### config.mk
export PLATFORM = sky130hd
export DESIGN_NAME = acc_norm_round_flat
export DESIGN_NICKNAME = d
export VERILOG_FILES = /design/src/rtl/acc_norm_round_if.sv /design/src/rtl/acc_norm_round.sv /design/src/flat_wrapper.sv
export SDC_FILE = /design/constraint.sdc
export NUM_CORES = 1
export LEC_CHECK = 0
export BUFFER_PORTS_ARGS = -buffer_cell sky130_fd_sc_hd__buf_2
export CAP_MARGIN = 0
export CORE_UTILIZATION = 44
export CTS_BUF_LIST = sky130_fd_sc_hd__clkbuf_16
export DETAILED_ROUTE_END_ITERATION = 6
export PLACE_DENSITY_LB_ADDON = 0.1
export SETUP_SLACK_MARGIN = 0.02
export SYNTH_ARGS = -nofsm -noshare
export SYNTH_HDL_FRONTEND = slang
export SYNTH_SLANG_ARGS = --single-unit
### constraint.sdc
create_clock -name clk -period 12.2 [get_ports clk]
set_input_delay 0.61 -clock clk [delete_from_list [all_inputs] [get_ports clk]]
set_output_delay 0.61 -clock clk [all_outputs]
set_load 0.03 [all_outputs]
### src/rtl/acc_norm_round_if.sv
// Bus bundle for the accumulator normalise-and-round stage: an input beat channel and an output
// result channel, each with valid/ready.
interface acc_norm_round_if #(
    parameter int WIDTH = 107,
    parameter int EXP_W = 10
);
    logic             in_valid;
    logic             in_ready;
    logic [WIDTH-1:0] sum;
    logic             sign;
    logic [EXP_W-1:0] exp_in;
    logic [6:0]       zero_cnt;
    logic             lza_inv;
    logic             out_valid;
    logic             out_ready;
    logic [31:0]      out_data;
    logic             out_ovf;
    logic             out_unf;

    modport slave (
        input  in_valid, sum, sign, exp_in, zero_cnt, lza_inv, out_ready,
        output in_ready, out_valid, out_data, out_ovf, out_unf
    );

    modport master (
        output in_valid, sum, sign, exp_in, zero_cnt, lza_inv, out_ready,
        input  in_ready, out_valid, out_data, out_ovf, out_unf
    );
endinterface

### src/rtl/acc_norm_round.sv
// Two-stage normalise-and-round from the accumulator sum to packed FP32 (round-to-nearest-even).
// Optional macro ACC_NORM_SAT_EN: overflow saturates to max finite instead of infinity.
module acc_norm_round #(
    parameter int WIDTH = 107,
    parameter int EXP_W = 10
) (
    input  logic              clk,
    input  logic              rst_n,
    acc_norm_round_if.slave   bus
);
    localparam int EW = EXP_W + 1;
    localparam logic signed [EW-1:0] E_ZERO = EW'(0);
    localparam logic signed [EW-1:0] E_ONE  = EW'(1);
    localparam logic signed [EW-1:0] E_MAX  = EW'(255);
`ifdef ACC_NORM_SAT_EN
    localparam logic [30:0] OVF_MAG = 31'h7F7FFFFF;
`else
    localparam logic [30:0] OVF_MAG = 31'h7F800000;
`endif

    // Handshake: a beat moves when valid && ready on the same edge. Stage 1 loads whenever it is
    // empty or stage 2 is draining; stage 2 loads whenever it is empty or downstream takes it.
    logic s2_free;
    logic in_ready;

    logic                    s1_v_q;
    logic                    s1_sign_q;
    logic                    s1_lza_q;
    logic [WIDTH-1:0]        s1_shifted_q;
    logic signed [EW-1:0]    s1_e1_q;
    logic [WIDTH-1:0]        shifted_d;
    logic signed [EW-1:0]    e1_d;

    logic                    s2_v_q;
    logic [31:0]             s2_data_q;
    logic                    s2_ovf_q;
    logic                    s2_unf_q;
    logic [31:0]             s2_data_d;
    logic                    s2_ovf_d;
    logic                    s2_unf_d;

    assign s2_free      = !s2_v_q || bus.out_ready;
    assign in_ready     = !s1_v_q || s2_free;
    assign bus.in_ready = in_ready;

    always_comb begin
        shifted_d = bus.sum << bus.zero_cnt;
        e1_d      = $signed({bus.exp_in[EXP_W-1], bus.exp_in})
                  - $signed({{(EW-7){1'b0}}, bus.zero_cnt});
    end

    always_ff @(posedge clk or negedge rst_n) begin
        if (!rst_n) begin
            s1_v_q       <= 1'b0;
            s1_sign_q    <= 1'b0;
            s1_lza_q     <= 1'b0;
            s1_shifted_q <= '0;
            s1_e1_q      <= '0;
        end else if (in_ready) begin
            s1_v_q <= bus.in_valid;
            if (bus.in_valid) begin
                s1_sign_q    <= bus.sign;
                s1_lza_q     <= bus.lza_inv;
                s1_shifted_q <= shifted_d;
                s1_e1_q      <= e1_d;
            end
        end
    end

    logic [WIDTH-1:0]     norm;
    logic signed [EW-1:0] e2;
    logic signed [EW-1:0] e_f;
    logic                 guard_b;
    logic                 sticky_b;
    logic                 round_up;
    logic [23:0]          man_r;
    logic [22:0]          man_f;
    logic                 is_zero;

    // The anticipator may undershoot by one bit; a leading zero after the first shift costs one more.
    always_comb begin
        norm      = s1_shifted_q[WIDTH-1] ? s1_shifted_q : (s1_shifted_q << 1);
        e2        = s1_shifted_q[WIDTH-1] ? s1_e1_q : (s1_e1_q - E_ONE);
        is_zero   = s1_lza_q || !norm[WIDTH-1];
        guard_b   = norm[WIDTH-25];
        sticky_b  = |norm[WIDTH-26:0];
        round_up  = guard_b && (sticky_b || norm[WIDTH-24]);
        man_r     = {1'b0, norm[WIDTH-2:WIDTH-24]} + {23'b0, round_up};
        man_f     = man_r[23] ? 23'b0 : man_r[22:0];
        e_f       = e2 + (man_r[23] ? E_ONE : E_ZERO);
        s2_data_d = {s1_sign_q, 31'b0};
        s2_ovf_d  = 1'b0;
        s2_unf_d  = 1'b0;
        if (is_zero) begin
            s2_data_d = {s1_sign_q, 31'b0};
        end else if (e_f <= E_ZERO) begin
            s2_unf_d  = 1'b1;
        end else if (e_f >= E_MAX) begin
            s2_ovf_d  = 1'b1;
            s2_data_d = {s1_sign_q, OVF_MAG};
        end else begin
            s2_data_d = {s1_sign_q, e_f[7:0], man_f};
        end
    end

    always_ff @(posedge clk or negedge rst_n) begin
        if (!rst_n) begin
            s2_v_q    <= 1'b0;
            s2_data_q <= '0;
            s2_ovf_q  <= 1'b0;
            s2_unf_q  <= 1'b0;
        end else if (s2_free) begin
            s2_v_q <= s1_v_q;
            if (s1_v_q) begin
                s2_data_q <= s2_data_d;
                s2_ovf_q  <= s2_ovf_d;
                s2_unf_q  <= s2_unf_d;
            end
        end
    end

    assign bus.out_valid = s2_v_q;
    assign bus.out_data  = s2_data_q;
    assign bus.out_ovf   = s2_ovf_q;
    assign bus.out_unf   = s2_unf_q;
endmodule

### src/flat_wrapper.sv
// flat-port wrapper written by rule: the top's interface ports become plain ports
module acc_norm_round_flat 
#(
    parameter int WIDTH = 107,
    parameter int EXP_W = 10
)
  (clk, rst_n, bus_in_valid, bus_sum, bus_sign, bus_exp_in, bus_zero_cnt, bus_lza_inv, bus_out_ready, bus_in_ready, bus_out_valid, bus_out_data, bus_out_ovf, bus_out_unf);
  acc_norm_round_if #(.WIDTH(WIDTH), .EXP_W(EXP_W)) bus_i ();
  input  logic clk;
  input  logic rst_n;
  input wire logic [$bits(bus_i.in_valid)-1:0] bus_in_valid;
  input wire logic [$bits(bus_i.sum)-1:0] bus_sum;
  input wire logic [$bits(bus_i.sign)-1:0] bus_sign;
  input wire logic [$bits(bus_i.exp_in)-1:0] bus_exp_in;
  input wire logic [$bits(bus_i.zero_cnt)-1:0] bus_zero_cnt;
  input wire logic [$bits(bus_i.lza_inv)-1:0] bus_lza_inv;
  input wire logic [$bits(bus_i.out_ready)-1:0] bus_out_ready;
  output wire logic [$bits(bus_i.in_ready)-1:0] bus_in_ready;
  output wire logic [$bits(bus_i.out_valid)-1:0] bus_out_valid;
  output wire logic [$bits(bus_i.out_data)-1:0] bus_out_data;
  output wire logic [$bits(bus_i.out_ovf)-1:0] bus_out_ovf;
  output wire logic [$bits(bus_i.out_unf)-1:0] bus_out_unf;
  assign bus_i.in_valid = bus_in_valid;
  assign bus_i.sum = bus_sum;
  assign bus_i.sign = bus_sign;
  assign bus_i.exp_in = bus_exp_in;
  assign bus_i.zero_cnt = bus_zero_cnt;
  assign bus_i.lza_inv = bus_lza_inv;
  assign bus_i.out_ready = bus_out_ready;
  assign bus_in_ready = bus_i.in_ready;
  assign bus_out_valid = bus_i.out_valid;
  assign bus_out_data = bus_i.out_data;
  assign bus_out_ovf = bus_i.out_ovf;
  assign bus_out_unf = bus_i.out_unf;
  acc_norm_round #(.WIDTH(WIDTH), .EXP_W(EXP_W)) u_core (.clk(clk), .rst_n(rst_n), .bus(bus_i));
endmodule
; ---- Word level (Yosys, flattened, before mapping)
; Cells that the tools add are included.
[totals]
ff_bits = 156
word_cells = 39
[classes]
add_sub_neg = 4
n_lt_le_gt_ge = 2
n_shift = 1
n_mux = 12
reduce_logical = 11
[op_table]
columns = operator, count
row1 = 107-bit two-way mux, 1
row2 = 107-bit by 7-bit << shifter with 107-bit output, 1
row3 = 31-bit two-way mux, 3
row4 = 82-bit OR reduction, 1
row5 = 23-bit by 1-bit adder with 24-bit output, 1
row6 = 23-bit two-way mux, 1
row7 = 11-bit adder, 1
row8 = "11-bit by 9-bit >= comparator with 1-bit output, second input constant", 1
row9 = "11-bit by 1-bit <= comparator with 1-bit output, second input constant", 1
row10 = 11-bit two-way mux, 1
row11 = 10-bit by 8-bit subtractor with 11-bit output, 1
row12 = "11-bit by 2-bit subtractor with 11-bit output, second input constant", 1
row13 = 1-bit two-way mux, 6
row14 = 1-bit logical OR, 4
row15 = 2-bit AND reduction, 2
row16 = 1-bit zero test, 3
row17 = 1-bit logical AND, 1

; ---- Longest topological paths before layout
[logic_depth]
word_depth = 11
depth_mapped = 20
depth_no_buf = 16

; ---- Worst setup path before layout
; Ideal clock, no wire load.
[synth_path]
path_type = reg2reg
start = register u_core.s1_shifted_q[106]
end = register u_core.s2_data_q[10], in the netlist u_core.bus.out_data[10]
setup_ps = 68
t_arrival_ps = 4530
required_ps = 12132
slack_ps = 7602
path_stages_with_launch = 20
n_path_buf = 3
path_cell_list = dfrtp_1 > clkbuf_1 > nand2b_1 > a21oi_1 > nor4b_1 > and2_0 > clkbuf_1 > nand2_1 > inv_1 > ha_1 > ha_1 > or4bb_1 > o21ai_0 > o311ai_0 > a211oi_2 > xnor2_1 > nand2b_4 > nor3_4 > buf_6 > a32o_1
[synth_between]
elab_chain_cells = 11
word_cells_on_any_way = 16
cone_classes = add/sub (2) / order compare (2) / mux (7) / reduce/logical (5)
[synth_rtl]
columns = item, line_no
row1 = "start, declared", acc_norm_round.sv:29  ; logic [WIDTH-1:0] s1_shifted_q;
row2 = "start signal, assigned", acc_norm_round.sv:64  ; s1_shifted_q <= shifted_d;
row3 = 107-bit two-way mux, acc_norm_round.sv:82  ; norm = s1_shifted_q[WIDTH-1] ? s1_shifted_q : (s1_shifted_q << 1);
row4 = 82-bit OR reduction, acc_norm_round.sv:86  ; sticky_b = |norm[WIDTH-26:0];
row5 = 1-bit logical OR, acc_norm_round.sv:87  ; round_up = guard_b && (sticky_b || norm[WIDTH-24]);
row6 = 1-bit logical AND, acc_norm_round.sv:87
row7 = 23-bit by 1-bit adder with 24-bit output, acc_norm_round.sv:88  ; man_r = {1'b0, norm[WIDTH-2:WIDTH-24]} + {23'b0, round_up};
row8 = 1-bit two-way mux, acc_norm_round.sv:90  ; e_f = e2 + (man_r[23] ? E_ONE : E_ZERO);
row9 = 11-bit adder, acc_norm_round.sv:90
row10 = 11-bit by 9-bit >= comparator with 1-bit output, acc_norm_round.sv:98  ; end else if (e_f >= E_MAX) begin
row11 = 31-bit two-way mux, acc_norm_round.sv:98
row12 = 31-bit two-way mux, acc_norm_round.sv:96  ; end else if (e_f <= E_ZERO) begin
row13 = 31-bit two-way mux *, acc_norm_round.sv:94  ; if (is_zero) begin
row14 = "end signal, assigned", acc_norm_round.sv:115  ; s2_data_q <= s2_data_d;
row15 = "end, declared", acc_norm_round.sv:35  ; logic [31:0] s2_data_q;
; Mark *: on every way between the ends. The rest lies on a longest branch, timed or not.
; A chain may end at the register's enable or synchronous reset.

; ---- Worst setup path after layout
[layout_path]
start = register u_core.s1_shifted_q[106]
end = register u_core.s2_data_q[12], in the netlist u_core.bus.out_data[12]
; Same word-level chain as after synthesis.

==> reports/qor.txt <==
Die Width: 183 um
Layout cell share with drive strength beyond 1: 0.240
Synth async-reset ratio: 1.00
Dpl hpwl: 37.1 mm
Final setup fails: 0
Least-Margin Pin Slew: 1.13 ns
Crit Path Max Fanout: 58
Ys Warns: 0
Most common flop cell mapped by yosys: dfrtp_1
Cell accounting for the most synthesized area: dfrtp_1
Pre-Repair DR Iteration Count: 6
Unique masters post-synth: 71
First-pass GRT wire length: 74.9 mm
Post_cts resized: 0
Worst Slack Setup Final: 5.94 ns
Die area: 33,500 um2
DRC viols: 0
Hold Crit Class: input port to asynchronous set/reset pin
RePlAce Congestion: 0.966
Critical Path Slowest Stage Cell: nor4b_1
CTS root buffer: clkbuf_16
Die height: 183 um
Worst-path clk slew: 0.07 ns
CP cell instances: buf_4 -> nand2_1 -> a21oi_1 -> nor4b_1 -> and2_0 -> nand2_1 -> inv_1 -> ha_1 -> ha_1 -> or4bb_1 -> o21ai_0 -> o311ai_0 -> a211oi_2 -> xnor2_1 -> nand2b_4 -> nor3_4 -> a32o_1
H-Tree Depth: 4
Grt ovf: 0
Fmax: 0.160 GHz
Final hold violations: 0
Register area share after synthesis: 0.271
Via-per-instance ratio: 6.30
Initial antenna violation count: 0
Max VDD drop: 0.0717 mV
Starting Density: 0.452
TritonCTS Sinks: 156
Area growth from synthesis to layout: 10.8%
Pwr Total: 1960 uW
Wire per inst: 23.0 um
Post-synth top cells: 280 x nand2_1, 156 x dfrtp_1, 142 x o21ai_0
Critical Path RT: 12.57 ns
Final TNS setup: 0 ns
Initial DRC count: 1,233
Unrepaired setup endpoints after global routing: no
Placed Instances: 2,080
Most common cell in the netlist: nand2_1
Post-CTS Hold Buffers: 0
Synth Register Bits: 156
Mapped Cells: 1,605
CP Launch Type: flip-flop
Post CTS Setup Buffer Count: 0
Routed wire length: 48.5 mm
Total number of vias: 13.3k
Pleak: 0.00681 uW
CTS buffer count: 17
Mapped Avg Cell Area: 8.98 um2
CP Class: flip-flop to flip-flop
Critical Path AT: 6.63 ns
CTS tree: built
Vias in the first global route: 12.5k
Clock buffer depth: 2
Max-Cap Viols: 0
Post-Syn Area: 14,400 um2
PwrDens: 123 nW/um2
Worst Skew: 0.00870 ns
Setup slack at placement: 5.96 ns
Slew HR: 0.233
Max Slew Vio Count: 0
Period minus WS final: 6.26 ns
Slowest Stage Delay on Critical Path: 0.95 ns
IO Count: 166
Top post-synthesis cells by area: dfrtp_1 27%, mux4_2 16%, mux2i_1 7.7%
CP Capture Type: flip-flop
Post-synth EDFFs: 0
FP Rows: 65
Finished Layout Cells: 2,111
Tcrit/Tclk final: 0.513
DRT antenna net count: 0
Net Count, Synth: 1,747
Total GRT Usage: 0.293
Area fraction of the dominant cell type after synthesis: 0.271
Largest net degree at the start of global routing: 106
Core Region: 31,900 um2
Fin nets: 1,806
Outcome: complete, no violations
Fillcell total: 3,111
Clk_lat worst skew: 0.44 ns
Port buffer count: 165
Antenna Cells: 0
## cell families (layout without fill, tap and decap cells)
group                    Yosys count  after routing  synth area share
AND/OR/NAND/NOR                  531            531             0.162
AO/OA/AOI/OAI                    401            401             0.179
multiplexers                     290            290             0.299
buffers and inverters            161            232            0.0445
flip-flops                       156            156             0.271
XOR/XNOR                          54             54            0.0328
adder cells (fa/ha/maj)           12             12            0.0109
## cell usage in the layout, fill, tap and decap left out, types with 21 or more instances in the layout
cell type / count
mux4_2: 105
nor3_1: 24
nor4_1: 23
o21ai_0: 142
a211oi_1: 21
a21oi_1: 84
nor2_1: 115
nand2_1: 279
dfrtp_1: 155
mux2_2: 74
xor2_1: 21
a22o_1: 47
mux2i_1: 111
buf_2: 162
xnor2_1: 33
## where the power goes
| group | switching (uW) | total (uW) | internal (uW) |
|---|---|---|---|
| clock | 223 | 562 | 339 |
| sequential | 72.1 | 657 | 585 |
| combinational | 453 | 743 | 290 |
| total | 748 | 1960 | 1210 |
## routing by layer
metal	routed length [um]	global-route usage
met1	22200	0.432
met2	21300	0.436
met3	3410	0.0312
met4	1630	0.118
met5	0	0
## flip-flops by register name, summed over array words and instances (netlist names)
register and cells:
u_core.s1_v_q 1, u_core.bus.out_ovf 1, u_core.s1_sign_q 1, u_core.bus.out_unf 1, u_core.s1_shifted_q 107, u_core.bus.out_data 32, u_core.s1_lza_q 1, u_core.bus.out_valid 1
u_core.s1_e1_q 11
## worst paths after layout
| check | start | to | slack (ns) | cells past startpoint |
|---|---|---|---|---|
| min in group clk | bus_sign | u_core.s1_sign_q$_DFFE_PN0P_ | 0.37 | 3 |
| setup reg to reg | u_core.s1_shifted_q[106]$_DFFE_PN0P_ | u_core.bus.out_data[12]$_DFFE_PN0P_ | 5.94 | 17 |
| max in group asynchronous | rst_n | u_core.s1_shifted_q[106]$_DFFE_PN0P_ | 10.66 | 2 |
| hold / removal | rst_n | u_core.bus.out_data[10]$_DFFE_PN0P_ | 0.30 | 1 |
| setup / recovery | u_core.s1_shifted_q[106]$_DFFE_PN0P_ | u_core.bus.out_data[12]$_DFFE_PN0P_ | 5.94 | 17 |
| hold reg to reg | u_core.bus.out_data[27]$_DFFE_PN0P_ | u_core.bus.out_data[27]$_DFFE_PN0P_ | 0.47 | 2 |
## area by class of cell
cell class / count / area (um2) / area share
inverter: 19 / 72.6 / 0.00455
tap: 435 / 544 / 0.0341
multi-input combinational: 1288 / 9870 / 0.618
clock inverter: 14 / 179 / 0.0112
sequential: 156 / 3910 / 0.245
clock buffer: 17 / 425 / 0.0266
timing repair buffer: 182 / 968 / 0.0607
## worst max-delay path: cells and delay by family, from the launching register on
family	cells	cell delay, ns
flip-flops	1	0.34
adder cells (fa/ha/maj)	2	0.42
AO/OA/AOI/OAI	5	1.35
AND/OR/NAND/NOR	7	3.19
buffers and inverters	2	0.66
XOR/XNOR	1	0.18
## stage by stage
step	instance area (um2)	hold slack (ns)	utilization
floorplan	14400	0.314	-
global placement	15400	0.456	0.482
detailed placement	15400	0.464	0.482
CTS	16000	0.358	0.501
global route	16000	0.383	0.501
finish	16000	0.296	0.501
No activity file was read; power rests on OpenSTA's default activity.
